===== config.mk =====
export PLATFORM = sky130hd
export DESIGN_NAME = br_cond_arbiter_flat
export DESIGN_NICKNAME = d
export VERILOG_FILES = /design/src/rtl/br_cond_arbiter_if.sv /design/src/rtl/br_cond_arbiter.sv /design/src/flat_wrapper.sv
export SDC_FILE = /design/constraint.sdc
export NUM_CORES = 1
export LEC_CHECK = 0
export BUFFER_PORTS_ARGS = -buffer_cell sky130_fd_sc_hd__buf_2
export CELL_PAD_IN_SITES_DETAIL_PLACEMENT = 0
export CELL_PAD_IN_SITES_GLOBAL_PLACEMENT = 1
export CORE_ASPECT_RATIO = 1.4
export CORE_UTILIZATION = 31
export CTS_CLUSTER_DIAMETER = 60
export DETAILED_ROUTE_END_ITERATION = 6
export PLACE_DENSITY = 0.92
export SLEW_MARGIN = 30
export SYNTH_ARGS = -nofsm -noshare
export SYNTH_HDL_FRONTEND = slang
export SYNTH_SLANG_ARGS = --single-unit

===== constraint.sdc =====
create_clock -name clock -period 8.45 [get_ports clock]
set_input_delay 1.2675 -clock clock [delete_from_list [all_inputs] [get_ports clock]]
set_output_delay 1.2675 -clock clock [all_outputs]
set_load 0.01 [all_outputs]

===== src/rtl/br_cond_arbiter_if.sv =====
// Bus bundle for br_cond_arbiter.
//
// Carries the two request channels (valid/ready plus operands, branch type and
// tag) and the single response channel (valid/ready plus taken, src, tag).
//   master : requester and consumer side (drives requests and resp_ready)
//   slave  : arbiter side (drives request readies and the response fields)
// Clock and reset are not part of the bundle; they stay plain module ports.
interface br_cond_arbiter_if #(
  parameter int unsigned TAG_W = 4
) ();

  // Requester 0
  logic             io_req0_valid;
  logic             io_req0_ready;
  logic [31:0]      io_req0_rs1;
  logic [31:0]      io_req0_rs2;
  logic [2:0]       io_req0_br_type;
  logic [TAG_W-1:0] io_req0_tag;

  // Requester 1
  logic             io_req1_valid;
  logic             io_req1_ready;
  logic [31:0]      io_req1_rs1;
  logic [31:0]      io_req1_rs2;
  logic [2:0]       io_req1_br_type;
  logic [TAG_W-1:0] io_req1_tag;

  // Response
  logic             io_resp_valid;
  logic             io_resp_ready;
  logic             io_resp_taken;
  logic             io_resp_src;
  logic [TAG_W-1:0] io_resp_tag;

  modport master (
    output io_req0_valid, io_req0_rs1, io_req0_rs2, io_req0_br_type, io_req0_tag,
    input  io_req0_ready,
    output io_req1_valid, io_req1_rs1, io_req1_rs2, io_req1_br_type, io_req1_tag,
    input  io_req1_ready,
    input  io_resp_valid, io_resp_taken, io_resp_src, io_resp_tag,
    output io_resp_ready
  );

  modport slave (
    input  io_req0_valid, io_req0_rs1, io_req0_rs2, io_req0_br_type, io_req0_tag,
    output io_req0_ready,
    input  io_req1_valid, io_req1_rs1, io_req1_rs2, io_req1_br_type, io_req1_tag,
    output io_req1_ready,
    output io_resp_valid, io_resp_taken, io_resp_src, io_resp_tag,
    input  io_resp_ready
  );

endinterface


===== src/rtl/br_cond_arbiter.sv =====
// Two-requester branch-condition arbiter.
//
// Two requesters share a single branch-compare datapath. A round-robin grant
// (one-bit priority pointer) picks at most one request per cycle whenever the
// one-entry output register is free or being drained in the same cycle. The
// compare result, winning index and requester tag appear on the response one
// cycle after the handshake.
//
// Ports:
//   clock             : clock, all state updates on the rising edge
//   reset             : synchronous, active-high reset
//   bus (slave)       : request channels 0/1 and the response channel
//   io_perf_branches  : handshake count (only with BR_COND_ARB_PERF_EN)
//   io_perf_taken     : taken-handshake count (only with BR_COND_ARB_PERF_EN)
//
// Optional feature macro: BR_COND_ARB_PERF_EN adds the two 32-bit wrapping
// performance counters and their output ports.
//
// Branch type encoding: 3=EQ, 6=NE, 2=LT, 5=GE, 1=LTU, 4=GEU, 0/7 never taken.
module br_cond_arbiter #(
  parameter int unsigned TAG_W = 4
) (
  input  logic        clock,
  input  logic        reset,
  br_cond_arbiter_if.slave bus
`ifdef BR_COND_ARB_PERF_EN
  ,
  output logic [31:0] io_perf_branches,
  output logic [31:0] io_perf_taken
`endif
);

  localparam logic [2:0] BrLtu = 3'd1;
  localparam logic [2:0] BrLt  = 3'd2;
  localparam logic [2:0] BrEq  = 3'd3;
  localparam logic [2:0] BrGeu = 3'd4;
  localparam logic [2:0] BrGe  = 3'd5;
  localparam logic [2:0] BrNe  = 3'd6;

  // ---------------------------------------------------------------------------
  // State
  // ---------------------------------------------------------------------------
  logic             resp_valid_q, resp_valid_d;
  logic             resp_taken_q, resp_taken_d;
  logic             resp_src_q,   resp_src_d;
  logic [TAG_W-1:0] resp_tag_q,   resp_tag_d;
  logic             prio_q,       prio_d;

  // ---------------------------------------------------------------------------
  // Arbitration
  // ---------------------------------------------------------------------------
  logic slot_free;
  logic grant0;
  logic grant1;
  logic hs;
  logic sel;

  // The slot can take a new entry when empty or when the held entry leaves now.
  assign slot_free = ~resp_valid_q | bus.io_resp_ready;

  // Requester prio wins if valid, otherwise the other one. Readies are forced
  // low in a reset cycle so nothing is accepted while state is being cleared.
  always_comb begin
    grant0 = 1'b0;
    grant1 = 1'b0;
    if (!reset && slot_free) begin
      if (prio_q) begin
        grant1 = bus.io_req1_valid;
        grant0 = bus.io_req0_valid & ~bus.io_req1_valid;
      end else begin
        grant0 = bus.io_req0_valid;
        grant1 = bus.io_req1_valid & ~bus.io_req0_valid;
      end
    end
  end

  assign bus.io_req0_ready = grant0;
  assign bus.io_req1_ready = grant1;

  // A grant is only ever given to a valid requester, so grant == handshake.
  assign hs  = grant0 | grant1;
  assign sel = grant1;

  // ---------------------------------------------------------------------------
  // Shared compare datapath
  // ---------------------------------------------------------------------------
  logic [31:0]      op_a;
  logic [31:0]      op_b;
  logic [2:0]       op_type;
  logic [TAG_W-1:0] op_tag;

  assign op_a    = sel ? bus.io_req1_rs1     : bus.io_req0_rs1;
  assign op_b    = sel ? bus.io_req1_rs2     : bus.io_req0_rs2;
  assign op_type = sel ? bus.io_req1_br_type : bus.io_req0_br_type;
  assign op_tag  = sel ? bus.io_req1_tag     : bus.io_req0_tag;

  logic [31:0] diff;
  logic        same_sign;
  logic        cmp_eq;
  logic        cmp_lt;
  logic        cmp_ltu;
  logic        cmp_taken;

  // With equal sign bits the subtraction cannot overflow, so diff[31] is the
  // answer; with differing signs the operand signs decide directly.
  assign diff      = op_a - op_b;
  assign same_sign = (op_a[31] == op_b[31]);
  assign cmp_eq    = (diff == 32'd0);
  assign cmp_lt    = same_sign ? diff[31] : op_a[31];
  assign cmp_ltu   = same_sign ? diff[31] : op_b[31];

  always_comb begin
    cmp_taken = 1'b0;
    case (op_type)
      BrEq:    cmp_taken = cmp_eq;
      BrNe:    cmp_taken = ~cmp_eq;
      BrLt:    cmp_taken = cmp_lt;
      BrGe:    cmp_taken = ~cmp_lt;
      BrLtu:   cmp_taken = cmp_ltu;
      BrGeu:   cmp_taken = ~cmp_ltu;
      default: cmp_taken = 1'b0;
    endcase
  end

  // ---------------------------------------------------------------------------
  // Output register and priority pointer
  // ---------------------------------------------------------------------------
  always_comb begin
    resp_valid_d = resp_valid_q;
    resp_taken_d = resp_taken_q;
    resp_src_d   = resp_src_q;
    resp_tag_d   = resp_tag_q;
    prio_d       = prio_q;
    if (hs) begin
      // Covers both filling an empty slot and replacing a draining entry.
      resp_valid_d = 1'b1;
      resp_taken_d = cmp_taken;
      resp_src_d   = sel;
      resp_tag_d   = op_tag;
      prio_d       = ~sel;
    end else if (bus.io_resp_ready) begin
      resp_valid_d = 1'b0;
    end
  end

  always_ff @(posedge clock) begin
    if (reset) begin
      resp_valid_q <= 1'b0;
      resp_taken_q <= 1'b0;
      resp_src_q   <= 1'b0;
      resp_tag_q   <= '0;
      prio_q       <= 1'b0;
    end else begin
      resp_valid_q <= resp_valid_d;
      resp_taken_q <= resp_taken_d;
      resp_src_q   <= resp_src_d;
      resp_tag_q   <= resp_tag_d;
      prio_q       <= prio_d;
    end
  end

  assign bus.io_resp_valid = resp_valid_q;
  assign bus.io_resp_taken = resp_taken_q;
  assign bus.io_resp_src   = resp_src_q;
  assign bus.io_resp_tag   = resp_tag_q;

  // ---------------------------------------------------------------------------
  // Optional performance counters
  // ---------------------------------------------------------------------------
`ifdef BR_COND_ARB_PERF_EN
  logic [31:0] perf_br_q, perf_br_d;
  logic [31:0] perf_tk_q, perf_tk_d;

  // Both counters wrap naturally at 2^32.
  always_comb begin
    perf_br_d = perf_br_q;
    perf_tk_d = perf_tk_q;
    if (hs) begin
      perf_br_d = perf_br_q + 32'd1;
      if (cmp_taken) begin
        perf_tk_d = perf_tk_q + 32'd1;
      end
    end
  end

  always_ff @(posedge clock) begin
    if (reset) begin
      perf_br_q <= 32'd0;
      perf_tk_q <= 32'd0;
    end else begin
      perf_br_q <= perf_br_d;
      perf_tk_q <= perf_tk_d;
    end
  end

  assign io_perf_branches = perf_br_q;
  assign io_perf_taken    = perf_tk_q;
`endif

endmodule


===== src/flat_wrapper.sv =====
// flat-port wrapper written by rule: the top's interface ports become plain ports
module br_cond_arbiter_flat 
#(
  parameter int unsigned TAG_W = 4
)
  (clock, reset, bus_io_req0_valid, bus_io_req0_rs1, bus_io_req0_rs2, bus_io_req0_br_type, bus_io_req0_tag, bus_io_req0_ready, bus_io_req1_valid, bus_io_req1_rs1, bus_io_req1_rs2, bus_io_req1_br_type, bus_io_req1_tag, bus_io_req1_ready, bus_io_resp_valid, bus_io_resp_taken, bus_io_resp_src, bus_io_resp_tag, bus_io_resp_ready);
  br_cond_arbiter_if #(.TAG_W(TAG_W)) bus_i ();
  input  logic clock;
  input  logic reset;
  input wire logic [$bits(bus_i.io_req0_valid)-1:0] bus_io_req0_valid;
  input wire logic [$bits(bus_i.io_req0_rs1)-1:0] bus_io_req0_rs1;
  input wire logic [$bits(bus_i.io_req0_rs2)-1:0] bus_io_req0_rs2;
  input wire logic [$bits(bus_i.io_req0_br_type)-1:0] bus_io_req0_br_type;
  input wire logic [$bits(bus_i.io_req0_tag)-1:0] bus_io_req0_tag;
  output wire logic [$bits(bus_i.io_req0_ready)-1:0] bus_io_req0_ready;
  input wire logic [$bits(bus_i.io_req1_valid)-1:0] bus_io_req1_valid;
  input wire logic [$bits(bus_i.io_req1_rs1)-1:0] bus_io_req1_rs1;
  input wire logic [$bits(bus_i.io_req1_rs2)-1:0] bus_io_req1_rs2;
  input wire logic [$bits(bus_i.io_req1_br_type)-1:0] bus_io_req1_br_type;
  input wire logic [$bits(bus_i.io_req1_tag)-1:0] bus_io_req1_tag;
  output wire logic [$bits(bus_i.io_req1_ready)-1:0] bus_io_req1_ready;
  output wire logic [$bits(bus_i.io_resp_valid)-1:0] bus_io_resp_valid;
  output wire logic [$bits(bus_i.io_resp_taken)-1:0] bus_io_resp_taken;
  output wire logic [$bits(bus_i.io_resp_src)-1:0] bus_io_resp_src;
  output wire logic [$bits(bus_i.io_resp_tag)-1:0] bus_io_resp_tag;
  input wire logic [$bits(bus_i.io_resp_ready)-1:0] bus_io_resp_ready;
  assign bus_i.io_req0_valid = bus_io_req0_valid;
  assign bus_i.io_req0_rs1 = bus_io_req0_rs1;
  assign bus_i.io_req0_rs2 = bus_io_req0_rs2;
  assign bus_i.io_req0_br_type = bus_io_req0_br_type;
  assign bus_i.io_req0_tag = bus_io_req0_tag;
  assign bus_io_req0_ready = bus_i.io_req0_ready;
  assign bus_i.io_req1_valid = bus_io_req1_valid;
  assign bus_i.io_req1_rs1 = bus_io_req1_rs1;
  assign bus_i.io_req1_rs2 = bus_io_req1_rs2;
  assign bus_i.io_req1_br_type = bus_io_req1_br_type;
  assign bus_i.io_req1_tag = bus_io_req1_tag;
  assign bus_io_req1_ready = bus_i.io_req1_ready;
  assign bus_io_resp_valid = bus_i.io_resp_valid;
  assign bus_io_resp_taken = bus_i.io_resp_taken;
  assign bus_io_resp_src = bus_i.io_resp_src;
  assign bus_io_resp_tag = bus_i.io_resp_tag;
  assign bus_i.io_resp_ready = bus_io_resp_ready;
  br_cond_arbiter #(.TAG_W(TAG_W)) u_core (.clock(clock), .reset(reset), .bus(bus_i));
endmodule

### Word level (Yosys, flattened, before mapping)

Cells that the tools add are included.

| storage, ports and cells | value |
|---|---|
| input bits | 147 |
| register bits after elaboration | 8 |
| logic and storage cells | 41 |
| output and inout bits | 9 |

| cells by class | value |
|---|---|
| reduce and logical (&&, ||, !) cells | 4 |
| eq/ne operators | 7 |
| $add $sub $neg | 1 |
| bitwise operators | 11 |
| muxes and demuxes | 13 |

Operators by type and width:

| operator | number |
|---|---|
| $mux W32 | 2 |
| $logic_not A32 Y1 | 1 |
| $sub A32 B32 Y32 | 1 |
| $eq A3 B3 Y1 const B | 3 |
| $mux W1 | 8 |
| $not A1 Y1 | 7 |
| $eq A3 B2 Y1 const B | 2 |
| $pmux W1 S6 | 1 |
| $mux W4 | 1 |
| $eq A3 B1 Y1 const B | 1 |
| $mux W3 | 1 |
| $and A1 B1 Y1 | 2 |
| $or A1 B1 Y1 | 2 |
| $reduce_bool A2 Y1 | 1 |
| $eq A1 B1 Y1 | 1 |
| $logic_and A1 B1 Y1 | 1 |
| $logic_not A1 Y1 | 1 |

### Depth between registers and ports, before layout

Gate-level depths: netlist of run 1.

| depth | value |
|---|---|
| depth after elaboration | 9 |
| gate-level depth with buffers | 33 |
| gate-level depth less buffers | 30 |

### Worst setup path after synthesis of run 1

OpenSTA, ideal clock, no wires.

| path | value |
|---|---|
| kind | in2reg |
| start | in bus_io_resp_ready |
| end | reg u_core.resp_taken_q (netlist: u_core.bus.io_resp_taken) |
| setup time | 0.122 ns |
| data required time | 8.328 ns |
| stages | 31 |
| arrival | 7.566 ns |
| setup slack | 0.762 ns |
| path buffers | 3 |
| path through | nor2b_1 nor2_1 nand3_2 clkinv_1 clkbuf_1 buf_1 mux2i_1 ha_1 clkbuf_1 a21oi_1 o211ai_1 o22ai_1 o31ai_1 nand2_1 a211oi_1 a21o_1 a21oi_1 o21ai_0 a21oi_1 fa_1 nand2_1 nor2_1 o2111ai_1 a2111oi_1 o2111ai_1 or4_1 or4_1 nor4_2 o2111ai_1 mux2i_1 a221o_1 |

| between the ends | value |
|---|---|
| longest elaborated chain between the ends | 8 |
| elaborated cells between the ends (all ways) | 23 |
| those cells by class | add/sub (1); eq/ne (7); mux (8); bitwise (5); reduce/logical (2) |

RTL lines:

| item | RTL line | RTL |
|---|---|---|
| from (decl) | flat_wrapper.sv:26 | `input wire logic [$bits(bus_i.io_resp_ready)-1:0] bus_io_resp_ready;` |
| $or A1 B1 Y1 (*) | br_cond_arbiter.sv:59 | `assign slot_free = ~resp_valid_q \| bus.io_resp_ready;` |
| $logic_and A1 B1 Y1 (*) | br_cond_arbiter.sv:66 | `if (!reset && slot_free) begin` |
| $mux W1 | br_cond_arbiter.sv:66 |  |
| $mux W32, on equally long branches | br_cond_arbiter.sv:92, br_cond_arbiter.sv:93 |  |
| $sub A32 B32 Y32 or $eq A1 B1 Y1 (tied branches) | br_cond_arbiter.sv:106, br_cond_arbiter.sv:107 |  |
| $logic_not A32 Y1 (tied with other cells) | br_cond_arbiter.sv:108 | `assign cmp_eq = (diff == 32'd0);` |
| $not A1 Y1, on equally long branches | br_cond_arbiter.sv:116, br_cond_arbiter.sv:118, br_cond_arbiter.sv:120 |  |
| $pmux W1 S6 | br_cond_arbiter.sv:114 | `case (op_type)` |
| to (signal assigned) | br_cond_arbiter.sv:155 | `resp_taken_q <= resp_taken_d;` |
| to (decl) | br_cond_arbiter.sv:44 | `logic resp_taken_q, resp_taken_d;` |

Mark *: on every way between the ends. The rest lies on a longest branch, timed or not.
A chain may end at the register's enable or synchronous reset.

### Worst setup path after layout of run 1

| path | value |
|---|---|
| start | in reset |
| end | reg u_core.resp_taken_q (netlist: u_core.bus.io_resp_taken) |

| between the ends | value |
|---|---|
| longest elaborated chain between the ends | 8 |
| elaborated cells between the ends (all ways) | 23 |
| those cells by class | add/sub (1); eq/ne (7); mux (8); bitwise (4); reduce/logical (3) |

RTL lines:

| item | RTL line | RTL |
|---|---|---|
| from (decl) | flat_wrapper.sv:9 | `input logic reset;` |
| $logic_not A1 Y1 | br_cond_arbiter.sv:66 |  |
| $logic_and A1 B1 Y1 | br_cond_arbiter.sv:66 |  |
| $mux W1 | br_cond_arbiter.sv:66 |  |
| $mux W32, on equally long branches | br_cond_arbiter.sv:92, br_cond_arbiter.sv:93 |  |
| $sub A32 B32 Y32 or $eq A1 B1 Y1 (tied branches) | br_cond_arbiter.sv:106, br_cond_arbiter.sv:107 |  |
| $logic_not A32 Y1 (tied with other cells) | br_cond_arbiter.sv:108 |  |
| $not A1 Y1, on equally long branches | br_cond_arbiter.sv:116, br_cond_arbiter.sv:118, br_cond_arbiter.sv:120 |  |
| $pmux W1 S6 | br_cond_arbiter.sv:114 |  |

Parallel ways exist; a longest one is shown, timed or not.

==> results of run 1 <==
[metal layers]
| layer | share of wire (%) | vias up | GRT usage [%] |
|---|---|---|---|
| li1 | - | 2016 | - |
| met5 | 0 | - | 0 |
| met4 | 1.6 | 0 | 5.00 |
| met3 | 4.9 | 15 | 1.44 |
| met2 | 52 | 149 | 37.2 |
| met1 | 41 | 1816 | 21.9 |
[state kept, by name, indices dropped and copies added, names as in the netlist]
name and count:
u_core.bus.io_resp_src 1, u_core.bus.io_resp_tag 4, u_core.bus.io_resp_taken 1, u_core.bus.io_resp_valid 1, u_core.prio_q 1
[cell families (layout without fill, tap and decap cells)]
family,count (synthesis),count (layout),synth area share (%)
buffers and inverters,43,184,5.33
DFF,8,8,5.21
AOI/OAI and AO/OA,133,133,29.5
muxes,43,43,14.0
xor gates and xnor gates,9,9,2.56
adders and majority gates,34,34,14.6
and+or+nand+nor,203,203,28.8
[cell usage in the layout, fill, tap and decap left out, types with 6 or more instances in the layout]
master / Yosys / final
a211oi_1: 9 / 9
a21o_1: 8 / 8
a21oi_1: 38 / 38
a31oi_1: 7 / 7
buf_2: 2 / 155
buf_4: 0 / 6
dfxtp_1: 8 / 8
ha_1: 31 / 31
inv_1: 19 / 19
mux2i_1: 43 / 43
nand2_1: 129 / 129
nand3_1: 11 / 11
nand4_1: 7 / 7
nor2_1: 25 / 25
o21a_1: 7 / 7
o21ai_0: 15 / 15
xnor2_1: 7 / 7
[area by class of cell]
type	count	share of cell area, %
Inverter	20	1.92
Clock buffer	3	1.85
Sequential cell	8	3.96
Multi-Input combinational cell	422	67.9
Timing Repair Buffer	161	20.3
Tap cell	132	4.08
[repair_timing]
action	CTS	global route
resized for setup	0	2
setup endpoints to repair	0	1
buffers inserted	0	0
[worst paths after layout]
check                                                            start                                endpoint  slack [ns]  cells past startpoint
worst min-delay path            u_core.bus.io_resp_tag[2]$_SDFFE_PP0P_  u_core.bus.io_resp_tag[2]$_SDFFE_PP0P_        0.46                      2
worst min register to register  u_core.bus.io_resp_tag[2]$_SDFFE_PP0P_  u_core.bus.io_resp_tag[2]$_SDFFE_PP0P_        0.46                      2
worst max-delay path                                             reset   u_core.bus.io_resp_taken$_SDFFE_PP0P_        0.68                     30
worst max register to register   u_core.bus.io_resp_valid$_SDFFE_PP0P_   u_core.bus.io_resp_taken$_SDFFE_PP0P_        1.43                     30
[power breakdown]
group	total, mW	switching (mW)	internal, mW
registers	0.0440	0.00218	0.0418
logic	0.338	0.195	0.143
clock network	0.0803	0.0192	0.0611
[through the flow]
stage | cells | hold WS (ns) | power [mW] | instance area [um^2]
after floorplan | 473 | 0.474 | 0.277 | 3070
after global placement | 743 | 0.457 | 0.381 | 3970
after detailed placement | 743 | 0.459 | 0.380 | 3970
after CTS | 746 | 0.464 | 0.464 | 4050
after global routing | 746 | 0.482 | 0.505 | 4050
final | 746 | 0.461 | 0.462 | 4050
[worst max-delay path, delay by kind of cell]
family	cells	cell delay, ns
AOI/OAI and AO/OA	14	2.98
and+or+nand+nor	11	2.13
adders and majority gates	2	0.92
buffers and inverters	2	0.44
muxes	1	0.15
[Yosys cell counts (7+ instances only)]
master	n	area, um^2
inv_1	19	71.3
mux2i_1	43	430
nand2_1	129	484
clkbuf_1	17	63.8
o21a_1	7	52.6
nor2_1	25	93.8
xnor2_1	7	61.3
ha_1	31	388
nand3_1	11	55.1
o21ai_0	15	75.1
a21o_1	8	60.1
a31oi_1	7	43.8
nand4_1	7	43.8
a21oi_1	38	190
a211oi_1	9	67.6
dfxtp_1	8	160
==> flow_summary.ini, run 1 <==
[global_routing]
antenna_found_initial = 0
grt-ovfl-total = 0
grt_util_all_layers_pct = 19.2
grt_pass1_vias = 3783
grt_max_degree = 44
grt_pass1_wl_mm = 16.4

[worst_setup_path]
critical_path_required_ns = 8.57
slowest_stage = or4_1
worstSetupPathType = in -> reg
critPathMaxFanout = 43
endpoint_kind = flop
crit_top_cell = nand2_1
cp-start-kind = input port
slowest_delay_ns = 0.52
worstPathArrival_ns = 7.89

[sta]
fmax_mhz = 129
fin_skew_ns = 0.00137
max_slew_margin_pct = 64.2
setup-violations-final = 0
fin_tns_setup_ns = 0
slew_viol_final = 0
setup_ws_ns = 0.679
worstMarginPinSlew_ns = 0.530
period_needed_ns = 7.77
rsz0062_at_grt = false
layout_worst_path_cycle_share_pct = 92.0
final_hold_viol_count = 0

[synth]
seq_area_frac_synth_pct = 5.21
yosysWarnings = 0
synth_cell_types = 58
synth-seq-cells = 8
synth_ff_type = dfxtp_1
synthArstFlopShare_pct = 0
synthCells = 473
postSynthAreaPerCell_um2 = 6.50
synth_edf_count = 0
syn_area_um2 = 3070
syn-num-nets = 654

[power_and_ir_drop]
ir_drop_mv = 0.106
p_leak_nw = 2.06
powerDensity_nw_per_um2 = 114

[floorplan]
die_w_um = 86.2
core_area_um2 = 9560
initial_utilization_pct = 32.1
rows = 42
dieArea_um2 = 10300
num_io_pins = 156
chipHeight_um = 120

[layout]
multi_input_area_um2 = 2750
drive_gt1_share_pct = 28.2
seq_area_um2 = 160
antenna_cells = 0
area_growth_syn_to_layout_pct = 31.7
num-fill-cells = 1053
nNetsFinal = 797
postLayoutCoreUtil_pct = 42.3

[flow_run]
max_cap_violations = 0

[clocking]
cts_made_buffers = 3
root_buffer = clkbuf_16
cts.hold.buffers_added = 0
clockBufferDepth = 2
htreeDepth = 1
worstSkewPairLatency_ns = 0.23
clk_pin_slew_ns = 0.04
numClockSinks = 8
cts_tree = built

[placement]
pre_cts_ws_ns = 0.252
gp_congestion = 0.939
io_buffers = 155
place_hpwl_mm = 8.62

[worst_hold_path]
hold_path_class = reg -> reg

[drt]
drc = 0
vias = 3996
drtPass1Iterations = 5
avgViaCountPerCell = 5.36
wire_per_inst_um = 13.6
wl_mm = 10.1
drtIter0Drc = 196
postRouteAntennaNets = 0

[status]
status = finished clean
Power figures use the tool's default switching activity.
==> run 2, diff against run 1 <==
==> constraint.sdc (replaced) <==
create_clock -name clock -period 8.45 [get_ports clock]
set_input_delay 2.1125 -clock clock [delete_from_list [all_inputs] [get_ports clock]]
set_output_delay 2.1125 -clock clock [all_outputs]
set_load 0.01 [all_outputs]
==> run 2 against run 1 <==
Hold slack improved by 0.0039 ns. Utilization increased by 2.1 points. Non-clock buffer count rose by 17. Sequential share of layout area shrank 0.19 points. Register-to-register slack better by 0.49 ns. Critical endpoint unchanged. Largest cell class unchanged.
==> flow_summary.ini, run 2 (synthesis results as in run 1) <==
[floorplan]
num_io_pins = 156
die_w_um = 86.2
core_area_um2 = 9560
rows = 42
chipHeight_um = 120
initial_utilization_pct = 32.1
dieArea_um2 = 10300

[layout]
postLayoutCoreUtil_pct = 44.5
drive_gt1_share_pct = 31.5
nNetsFinal = 814
final_cell_mix = buf_2 (155), nand2_1 (129), mux2i_1 (42), a21oi_1 (37), ha_1 (30)
antenna_cells = 0
fin_cells = 763
area_growth_syn_to_layout_pct = 38.4
largest_reg_flops = 4
final_common_cell = buf_2
stdcell_area_um2 = 4250

[drt]
wl_mm = 10.3
drtIter0Drc = 179
wire_per_inst_um = 13.5
postRouteAntennaNets = 0
drtPass1Iterations = 4
avgViaCountPerCell = 5.33
drc = 0
vias = 4066

[sta]
slew_viol_final = 0
fin_tns_setup_ns = 0
hold_ws_ns = 0.465
setup_ws_ns = 0.382
fin_skew_ns = 0.000429
period_needed_ns = 8.07
max_slew_margin_pct = 64.4
fmax_mhz = 124
setup-violations-final = 0
worstMarginPinSlew_ns = 0.527
layout_worst_path_cycle_share_pct = 95.5
final_hold_viol_count = 0

[power_and_ir_drop]
p_total_mw = 0.484
ir_drop_mv = 0.124
p_leak_nw = 2.15
powerDensity_nw_per_um2 = 114

[clocking]
clk_pin_slew_ns = 0.04
cts_made_buffers = 3
worstSkewPairLatency_ns = 0.23
cts_tree = built
root_buffer = clkbuf_16
htreeDepth = 1
numClockSinks = 8
clockBufferDepth = 2

[placement]
placed_area_um2 = 4100
gp_congestion = 1.02
dp_cells = 758
place_hpwl_mm = 8.67
io_buffers = 155
pre_cts_ws_ns = -0.213

[global_routing]
grt_max_degree = 36
grt_util_all_layers_pct = 19.2
antenna_found_initial = 0
grt_pass1_wl_mm = 16.7
grt_pass1_vias = 4031
grt-ovfl-total = 0

[flow_run]
max_cap_violations = 0

[worst_setup_path]
worstSetupPathType = in -> reg
critical_path_required_ns = 8.56
cp-start-kind = input port
worstPathArrival_ns = 8.18
slowest_delay_ns = 0.54
endpoint_kind = flop
slowest_stage = or4_1
critPathMaxFanout = 18

[worst_hold_path]
hold_path_class = reg -> reg

[status]
status = finished clean
run 2: power breakdown:
part / leakage, nW / internal (mW) / switching (mW)
clock network: 0.0370 / 0.0611 / 0.0190
registers: 0.0662 / 0.0418 / 0.00206
logic: 2.05 / 0.159 / 0.202
total: 2.15 / 0.261 / 0.223
run 2: worst paths after layout:
check / from / endpoint / slack, ns / depth (start not counted)
worst min-delay path: u_core.bus.io_resp_tag[1]$_SDFFE_PP0P_ / u_core.bus.io_resp_tag[1]$_SDFFE_PP0P_ / 0.47 / 2
worst max register to register: u_core.bus.io_resp_valid$_SDFFE_PP0P_ / u_core.bus.io_resp_taken$_SDFFE_PP0P_ / 1.92 / 30
worst min register to register: u_core.bus.io_resp_tag[1]$_SDFFE_PP0P_ / u_core.bus.io_resp_tag[1]$_SDFFE_PP0P_ / 0.47 / 2
worst max-delay path: bus_io_resp_ready / u_core.bus.io_resp_taken$_SDFFE_PP0P_ / 0.38 / 31
run 2: worst max-delay path: cells and delay by family:
kind | cells | cell delay [ns]
adder cells (fa/ha/maj) | 2 | 0.69
buffers and inverters | 3 | 0.39
AND/OR/NAND/NOR | 10 | 1.88
multiplexers | 2 | 0.38
AO/OA/AOI/OAI | 14 | 2.71
run 2: cell type report:
| cell class | instances | area (um^2) |
|---|---|---|
| multi-input cells | 422 | 2790 |
| inverters | 20 | 77.6 |
| repair buffers | 178 | 990 |
| fillers | 1025 | 5310 |
| clock buffers | 3 | 75.1 |
| flip-flops and latches | 8 | 160 |
| well taps | 132 | 165 |
run 2: timing repair:
item	CTS	global route
pin swaps	0	9
setup endpoints to repair	1	1
gates resized for setup	1	14
cloned	0	1
buffers inserted	0	1
hold buffers	0	0
run 2: per-layer routing:
layer / global-route usage, % / part of all wire [%] / routed length, um / vias to the layer above
met5: 0 / 0 / 0 / -
met4: 5.94 / 2.5 / 255 / 0
met3: 1.65 / 5.0 / 518 / 26
met2: 37.5 / 52 / 5360 / 173
met1: 21.2 / 40 / 4140 / 1821
li1: - / - / - / 2046
